### config.mk
export PLATFORM = sky130hd
export DESIGN_NAME = iis_slave_rx
export DESIGN_NICKNAME = d
export VERILOG_FILES = /design/src/rtl/iis_pkg.sv /design/src/rtl/iis_rx_sync.sv /design/src/rtl/iis_slave_rx.sv
export SDC_FILE = /design/constraint.sdc
export NUM_CORES = 1
export LEC_CHECK = 0
export BUFFER_PORTS_ARGS = -buffer_cell sky130_fd_sc_hd__buf_2
export CORE_MARGIN = 3
export CORE_UTILIZATION = 64
export CTS_CLUSTER_DIAMETER = 40
export DETAILED_ROUTE_END_ITERATION = 6
export PLACE_DENSITY = 0.84
export SLEW_MARGIN = 30
export SYNTH_ARGS = -nofsm -noshare
export SYNTH_HDL_FRONTEND = slang
export SYNTH_SLANG_ARGS = --single-unit
### constraint.sdc
create_clock -name pclk -period 6.6 [get_ports pclk]
set_input_delay 0.99 -clock pclk [delete_from_list [all_inputs] [get_ports pclk]]
set_output_delay 0.99 -clock pclk [all_outputs]
set_load 0.02 [all_outputs]
### src/rtl/iis_pkg.sv
// -----------------------------------------------------------------------------
// iis_pkg -- shared definitions for the I2S slave receiver.
//   iis_state_e    : receiver alignment state
//   IIS_DATA_W     : default received word width
//   IIS_FIFO_DEPTH : default output FIFO depth
// -----------------------------------------------------------------------------
package iis_pkg;

   localparam int IIS_DATA_W     = 16;
   localparam int IIS_FIFO_DEPTH = 4;

   typedef enum logic [1:0] {
      ST_DISABLED = 2'd0,
      ST_WAIT_WS  = 2'd1,
      ST_SHIFT    = 2'd2
   } iis_state_e;

endpackage

### src/rtl/iis_rx_sync.sv
// -----------------------------------------------------------------------------
// iis_rx_sync -- brings the external I2S lines into the pclk domain.
//   clk_i, rst_i      : system clock, asynchronous active-high reset
//   sck_i, ws_i, sd_i : raw I2S bit clock, word select, serial data
//   sck_rise_o        : one-cycle pulse per detected sck rising edge
//   ws_o, sd_o        : ws/sd values sampled at that sck rise
// Each line goes through a two-flop synchroniser; a third registered stage
// produces the edge pulse together with ws/sd from the same sampling instant,
// so the three outputs are mutually aligned.
// -----------------------------------------------------------------------------
module iis_rx_sync (
   input  logic clk_i,
   input  logic rst_i,
   input  logic sck_i,
   input  logic ws_i,
   input  logic sd_i,
   output logic sck_rise_o,
   output logic ws_o,
   output logic sd_o
);

   logic [1:0] sck_sync_q;
   logic [1:0] ws_sync_q;
   logic [1:0] sd_sync_q;
   logic       sck_prev_q;
   logic       rise_q;
   logic       ws_q;
   logic       sd_q;

   always_ff @(posedge clk_i or posedge rst_i) begin
      if (rst_i) begin
         sck_sync_q <= '0;
         ws_sync_q  <= '0;
         sd_sync_q  <= '0;
         sck_prev_q <= 1'b0;
         rise_q     <= 1'b0;
         ws_q       <= 1'b0;
         sd_q       <= 1'b0;
      end else begin
         sck_sync_q <= {sck_sync_q[0], sck_i};
         ws_sync_q  <= {ws_sync_q[0],  ws_i};
         sd_sync_q  <= {sd_sync_q[0],  sd_i};
         sck_prev_q <= sck_sync_q[1];
         // ws/sd are stable around the sck rise (they move on the falling
         // edge), so the synchronised copies match the rising-edge values.
         rise_q     <= sck_sync_q[1] & ~sck_prev_q;
         ws_q       <= ws_sync_q[1];
         sd_q       <= sd_sync_q[1];
      end
   end

   assign sck_rise_o = rise_q;
   assign ws_o       = ws_q;
   assign sd_o       = sd_q;

endmodule

### src/rtl/iis_slave_rx.sv
// -----------------------------------------------------------------------------
// iis_slave_rx -- I2S slave receiver with show-ahead output FIFO.
//   pclk, preset         : system clock, asynchronous active-high reset
//   sck_i, ws_i, sd_i    : external I2S lines (asynchronous to pclk)
//   en_i                 : receive enable; low discards any partial word
//   clr_i                : clears the sticky ovf_o / frame_err_o flags
//   lj_i                 : left-justified select (only with IIS_SLAVE_RX_LJ_EN)
//   m_valid_o/m_ready_i  : sample stream handshake, m_data_o word, m_ch_o
//                          channel (0 = left / ws low, 1 = right)
//   ovf_o                : sticky, a word was dropped because the FIFO was full
//   frame_err_o          : sticky, a slot ended with fewer than DATA_W bits
//   busy_o               : receiver is enabled (not in DISABLED)
//   level_o              : FIFO fill count
// Build option: define IIS_SLAVE_RX_LJ_EN to add lj_i and left-justified
// reception; without it the receiver is I2S only.
// -----------------------------------------------------------------------------
module iis_slave_rx
   import iis_pkg::*;
#(
   parameter int DATA_W     = IIS_DATA_W,
   parameter int FIFO_DEPTH = IIS_FIFO_DEPTH
) (
   input  logic                          pclk,
   input  logic                          preset,
   input  logic                          sck_i,
   input  logic                          ws_i,
   input  logic                          sd_i,
   input  logic                          en_i,
   input  logic                          clr_i,
`ifdef IIS_SLAVE_RX_LJ_EN
   input  logic                          lj_i,
`endif
   output logic                          m_valid_o,
   input  logic                          m_ready_i,
   output logic [DATA_W-1:0]             m_data_o,
   output logic                          m_ch_o,
   output logic                          ovf_o,
   output logic                          frame_err_o,
   output logic                          busy_o,
   output logic [$clog2(FIFO_DEPTH):0]   level_o
);

   localparam int CNT_W = $clog2(DATA_W + 1);
   localparam int PTR_W = $clog2(FIFO_DEPTH);
   localparam int LVL_W = PTR_W + 1;
   localparam logic [CNT_W-1:0] CNT_FULL = CNT_W'(DATA_W);
   localparam logic [CNT_W-1:0] CNT_LAST = CNT_W'(DATA_W - 1);
   localparam logic [LVL_W-1:0] LVL_FULL = LVL_W'(FIFO_DEPTH);

   // synchronised bit stream
   logic sck_rise;
   logic ws_s;
   logic sd_s;

   iis_rx_sync u_sync (
      .clk_i      (pclk),
      .rst_i      (preset),
      .sck_i      (sck_i),
      .ws_i       (ws_i),
      .sd_i       (sd_i),
      .sck_rise_o (sck_rise),
      .ws_o       (ws_s),
      .sd_o       (sd_s)
   );

   logic lj_mode;
`ifdef IIS_SLAVE_RX_LJ_EN
   assign lj_mode = lj_i;
`else
   assign lj_mode = 1'b0;
`endif

   // receiver state and slot assembly
   iis_state_e        state_q, state_d;
   logic              ws_prev_q;
   logic              ws_seen_q;
   logic              ch_q, ch_d;
   logic [CNT_W-1:0]  cnt_q, cnt_d;
   logic [DATA_W-1:0] shreg_q, shreg_d;
   logic [DATA_W-1:0] shifted;
   logic              ws_change;
   logic              push;
   logic              push_ch;
   logic [DATA_W-1:0] push_word;
   logic              ferr_set;

   // A change needs a previous sample; ws_seen_q stops the first edge after
   // reset from looking like a transition against the reset value.
   assign ws_change = sck_rise && ws_seen_q && (ws_s != ws_prev_q);

   always_ff @(posedge pclk or posedge preset) begin
      if (preset) begin
         state_q <= ST_DISABLED;
      end else begin
         state_q <= state_d;
      end
   end

   always_comb begin
      state_d = state_q;
      if (!en_i) begin
         state_d = ST_DISABLED;
      end else begin
         case (state_q)
            ST_DISABLED: state_d = ST_WAIT_WS;
            ST_WAIT_WS:  if (ws_change) state_d = ST_SHIFT;
            default:     state_d = state_q;
         endcase
      end
   end

   always_comb begin
      busy_o    = (state_q != ST_DISABLED);
      ch_d      = ch_q;
      cnt_d     = cnt_q;
      shreg_d   = shreg_q;
      push      = 1'b0;
      push_ch   = ch_q;
      push_word = shreg_q;
      ferr_set  = 1'b0;
      shifted   = {shreg_q[DATA_W-2:0], sd_s};
      if (!en_i || (state_q == ST_DISABLED)) begin
         cnt_d = '0;
      end else if (sck_rise) begin
         if (state_q == ST_WAIT_WS) begin
            // alignment edge: its bit belongs to an unknown slot, drop it
            if (ws_change) begin
               ch_d  = ws_s;
               cnt_d = '0;
            end
         end else if (ws_change && lj_mode) begin
            // left-justified: this bit is already the MSB of the new slot
            if (cnt_q == CNT_FULL) begin
               push = 1'b1;
            end else begin
               ferr_set = 1'b1;
            end
            ch_d    = ws_s;
            shreg_d = {{(DATA_W-1){1'b0}}, sd_s};
            cnt_d   = CNT_W'(1);
         end else if (ws_change) begin
            // I2S: ws leads data by one bit, so this is the old slot's last bit
            if (cnt_q == CNT_FULL) begin
               push = 1'b1;
            end else if (cnt_q == CNT_LAST) begin
               push      = 1'b1;
               push_word = shifted;
            end else begin
               ferr_set = 1'b1;
            end
            ch_d  = ws_s;
            cnt_d = '0;
         end else if (cnt_q != CNT_FULL) begin
            // bits beyond DATA_W in a long slot are ignored
            shreg_d = shifted;
            cnt_d   = cnt_q + CNT_W'(1);
         end
      end
   end

   always_ff @(posedge pclk or posedge preset) begin
      if (preset) begin
         ws_prev_q <= 1'b0;
         ws_seen_q <= 1'b0;
         ch_q      <= 1'b0;
         cnt_q     <= '0;
      end else begin
         // ws is tracked even while disabled so re-enabling aligns on a
         // genuine transition rather than on a stale comparison
         if (sck_rise) begin
            ws_prev_q <= ws_s;
            ws_seen_q <= 1'b1;
         end
         ch_q  <= ch_d;
         cnt_q <= cnt_d;
      end
   end

   always_ff @(posedge pclk) begin
      shreg_q <= shreg_d;
   end

   // output FIFO: {channel, word} entries, show-ahead
   logic [DATA_W:0]    mem_q [FIFO_DEPTH];
   logic [PTR_W-1:0]   wr_ptr_q;
   logic [PTR_W-1:0]   rd_ptr_q;
   logic [LVL_W-1:0]   level_q;
   logic [DATA_W:0]    head;
   logic               empty;
   logic               full;
   logic               pop;
   logic               wr_en;
   logic               ovf_set;
   logic               ovf_q, ovf_d;
   logic               ferr_q, ferr_d;

   assign empty   = (level_q == '0);
   assign full    = (level_q == LVL_FULL);
   assign pop     = !empty && m_ready_i;
   // when full, a same-cycle pop frees the slot being written
   assign wr_en   = push && (!full || pop);
   assign ovf_set = push && full && !pop;
   assign head    = mem_q[rd_ptr_q];

   always_ff @(posedge pclk) begin
      if (wr_en) begin
         mem_q[wr_ptr_q] <= {push_ch, push_word};
      end
   end

   always_ff @(posedge pclk or posedge preset) begin
      if (preset) begin
         wr_ptr_q <= '0;
         rd_ptr_q <= '0;
         level_q  <= '0;
      end else begin
         if (wr_en) wr_ptr_q <= wr_ptr_q + PTR_W'(1);
         if (pop)   rd_ptr_q <= rd_ptr_q + PTR_W'(1);
         case ({wr_en, pop})
            2'b10:   level_q <= level_q + LVL_W'(1);
            2'b01:   level_q <= level_q - LVL_W'(1);
            default: level_q <= level_q;
         endcase
      end
   end

   // sticky flags: a set in the same cycle as clr_i takes priority
   always_comb begin
      ovf_d  = ovf_set  ? 1'b1 : (clr_i ? 1'b0 : ovf_q);
      ferr_d = ferr_set ? 1'b1 : (clr_i ? 1'b0 : ferr_q);
   end

   always_ff @(posedge pclk or posedge preset) begin
      if (preset) begin
         ovf_q  <= 1'b0;
         ferr_q <= 1'b0;
      end else begin
         ovf_q  <= ovf_d;
         ferr_q <= ferr_d;
      end
   end

   // entry storage is not reset, so the head is masked while empty
   assign m_valid_o   = !empty;
   assign m_data_o    = empty ? '0   : head[DATA_W-1:0];
   assign m_ch_o      = empty ? 1'b0 : head[DATA_W];
   assign ovf_o       = ovf_q;
   assign frame_err_o = ferr_q;
   assign level_o     = level_q;

endmodule

==> results.py <==
metrics = {
    "run_status": {
        "status": "finished clean",
    },
    "pwr": {
        "total_power_mw": 2.12,
        "powerDensity_mw_per_mm2": 384,
        "peakVddDrop_mv": 0.242,
        "p_leak_nw": 2.05,
    },
    "floorplan": {
        "die_w_um": 92.3,
        "io-pin-count": 32,
        "rows": 30,
        "design.core.area_sq_mm": 0.00702,
        "die_h_um": 92.3,
        "dieArea_sq_mm": 0.00851,
        "start_util_pct": 67.9,
    },
    "timing": {
        "tightestPinTransition_ps": 909,
        "period_share_pct": 50.8,
        "max_slew_margin_pct": 39.4,
        "min_period_ps": 3350,
        "setup_viol": 0,
        "tns_ps": 0,
        "max_freq_mhz": 298,
        "rsz0062_at_grt": "false",
        "slew_violations": 0,
        "clock_skew_ps": 10.4,
        "fin_ws_ps": 3250,
        "finalHoldViolCount": 0,
    },
    "placement": {
        "place_hpwl_mm": 4.79,
        "dpl_worst_slack_ps": 3510,
        "place.gp.congestion": 0.818,
        "io_buffers": 31,
    },
    "drt": {
        "viasPerCell": 5.75,
        "drtIter0Drc": 150,
        "drt_wl_total_mm": 7.73,
        "ant_nets": 0,
        "route.detailed.drc": 0,
        "via_count": 2399,
        "first_pass_iters": 4,
        "post_drt_wl_per_cell_um": 18.5,
    },
    "clock_tree": {
        "clock-sinks": 113,
        "cts_buffer_depth": 2,
        "clkLatencyLatePin_ps": 500,
        "cts_resized": 0,
        "h-tree-depth": 4,
        "cts_tree": "built",
        "path_clk_slew_ps": 60,
        "cts_root_buffer": "clkbuf_8",
        "numCtsBuffers": 17,
        "post_cts_buffers": 0,
        "holdBufCountCts": 0,
    },
    "critical_path": {
        "max_stage_delay_ps": 660,
        "crit_path_top_delay_cell": "dfrtp_1",
        "required_ps": 5610,
        "worstSetupPathType": "reg2out",
        "arrival_ps": 2360,
        "startpoint_type": "register",
        "regToRegSetupSlack_ps": 3810,
        "crit_fanout": 11,
        "r2r_start": "cnt_q[0]",
        "timing.critical_path.buf_inv": 2,
        "reg2reg_depth": 9,
        "cp_cell_sequence": "buf_4, mux4_2, and2_1, buf_2",
        "end_kind": "output pin",
        "cp_top_family": "flip-flops",
        "r2r-end": "level_o[1]",
    },
    "synthesis": {
        "synth_top_cell_area_share_pct": 53.0,
        "ys_ff_latch": 113,
        "synth_top_cell_by_area": "edfxtp_1",
        "syn_inst": 266,
        "synth_fp_nets": 282,
        "avgSynthCellArea_sq_um": 17.9,
        "yosysWarnings": 0,
        "ys_async_sr_fraction_pct": 25.7,
        "synth_seq_area_share_pct": 68.2,
        "synth_area_leaders": "edfxtp_1 53%, dfrtp_1 15%, mux4_2 8.0%, mux2_4 3.2%, and2_1 2.4%",
        "synth_ff_type": "edfxtp_1",
        "ys_types": 49,
        "synth_edf_count": 84,
        "synth_area_sq_mm": 0.00476,
    },
    "hold_path": {
        "hp-class": "reg2reg",
        "worstHoldStart": "u_sync.ws_sync_q[0]",
        "hold_path_end": "u_sync.ws_sync_q[1]",
        "min_path_cells": 0,
    },
    "global_routing": {
        "overflow": 0,
        "grt_usage_pct": 20.5,
        "first_global_vias": 2516,
        "grt_first_pass_wirelength_mm": 12.8,
        "grt_max_degree": 30,
        "antenna_found_initial": 0,
    },
    "flow_run": {
        "maxCapViolCount": 0,
    },
    "cells_and_area": {
        "layout_commonest_cell": "edfxtp_1",
        "syn2layout_area_growth_pct": 16.0,
        "nets": 324,
        "diodes": 0,
        "drive_gt1_share_pct": 34.3,
        "n_fill_cell": 394,
        "layout_common_cells": "84 x edfxtp_1, 31 x buf_2, 29 x dfrtp_1, 18 x and2_1, 17 x mux4_2",
    },
}
[how the worst max path moves through the flow]
stage	from	to	slack, ps	depth (start not counted)
after floorplan	en_i	level_o[1]	3900	8
after global placement	en_i	level_o[1]	3550	8
after detailed placement	en_i	level_o[1]	3510	8
after CTS	rd_ptr_q[0]	m_data_o[0]	3160	4
after global routing	rd_ptr_q[0]	m_data_o[0]	3020	4
final	rd_ptr_q[0]	m_data_o[0]	3250	4
[cell type report]
| class | instances | area [sq um] | share of cell area [%] |
|---|---|---|---|
| inverter | 10 | 37.5 | 0.679 |
| clock buffer | 20 | 445 | 8.06 |
| timing repair buffer | 33 | 170 | 3.08 |
| clock inverter | 12 | 87.6 | 1.58 |
| multi-input combinational | 133 | 1420 | 25.7 |
| sequential | 113 | 3250 | 58.8 |
| tap | 96 | 120 | 2.17 |
[synth_stat cells (2+ instances only)]
cell,number
nand2_1,5
inv_1,9
buf_2,3
edfxtp_1,84
a22o_1,3
or2_2,5
nand2b_1,2
mux2_2,2
xnor2_1,6
mux2_4,10
and2_1,18
nand4_4,2
mux2_1,7
ha_1,7
mux4_2,17
nor2_1,6
and3_1,7
a21oi_1,2
a21boi_1,2
buf_6,2
clkbuf_1,4
nor2b_1,2
o2bb2ai_1,2
dfrtp_1,29
nand3b_1,2
mux2i_1,2
nand3_1,4
[power by group]
group | switching [mW] | internal [mW]
combinational | 0.252 | 0.233
sequential | 0.0674 | 0.783
clock | 0.311 | 0.479
total | 0.630 | 1.49
[metrics by stage]
step                      util (%)  hold slack [ps]  instance area [sq um]  instances
after detailed placement      71.1              337                   4990        385
after global placement        71.1              332                   4990        385
after global routing          78.7              358                   5530        417
final                         78.7              350                   5530        417
after CTS                     78.7              351                   5530        417
after floorplan                  -              331                   4760        266
[logic make-up (layout without fill, tap and decap cells)]
group | count (synthesis) | count (layout) | share of synthesized area [%]
flops | 113 | 113 | 68.2
simple gates | 61 | 61 | 8.96
mux | 38 | 38 | 13.7
buf+inv | 20 | 75 | 2.05
compound gates | 19 | 19 | 3.36
fa+ha+maj | 8 | 8 | 2.26
xor+xnor | 7 | 7 | 1.44
[registers in the layout, summed over array words and instances (netlist names), 2 cells and up]
register	flops
rd_ptr_q	2
u_sync.ws_sync_q	2
level_o	3
shreg_q	16
cnt_q	5
u_sync.sd_sync_q	2
mem_q	68
state_q	2
wr_ptr_q	2
u_sync.sck_sync_q	2
[routing by layer]
metal  share of wire [%]  vias up  GRT usage (%)
li1                    -     1107              -
met5                   0        -              0
met4                 1.6        0           9.16
met3                 4.8       15           5.66
met1                  44     1206           27.0
met2                  50       71           32.4
[worst reg2reg max path, delay by kind of cell, from the launching register on]
| family | cells | cell delay (ps) |
|---|---|---|
| adders and majority gates | 2 | 670 |
| muxes | 1 | 170 |
| and+or+nand+nor | 4 | 710 |
| DFF | 1 | 400 |
| buffers and inverters | 1 | 90 |
| AOI/OAI and AO/OA | 1 | 630 |
(Power assumes the default switching activity.)
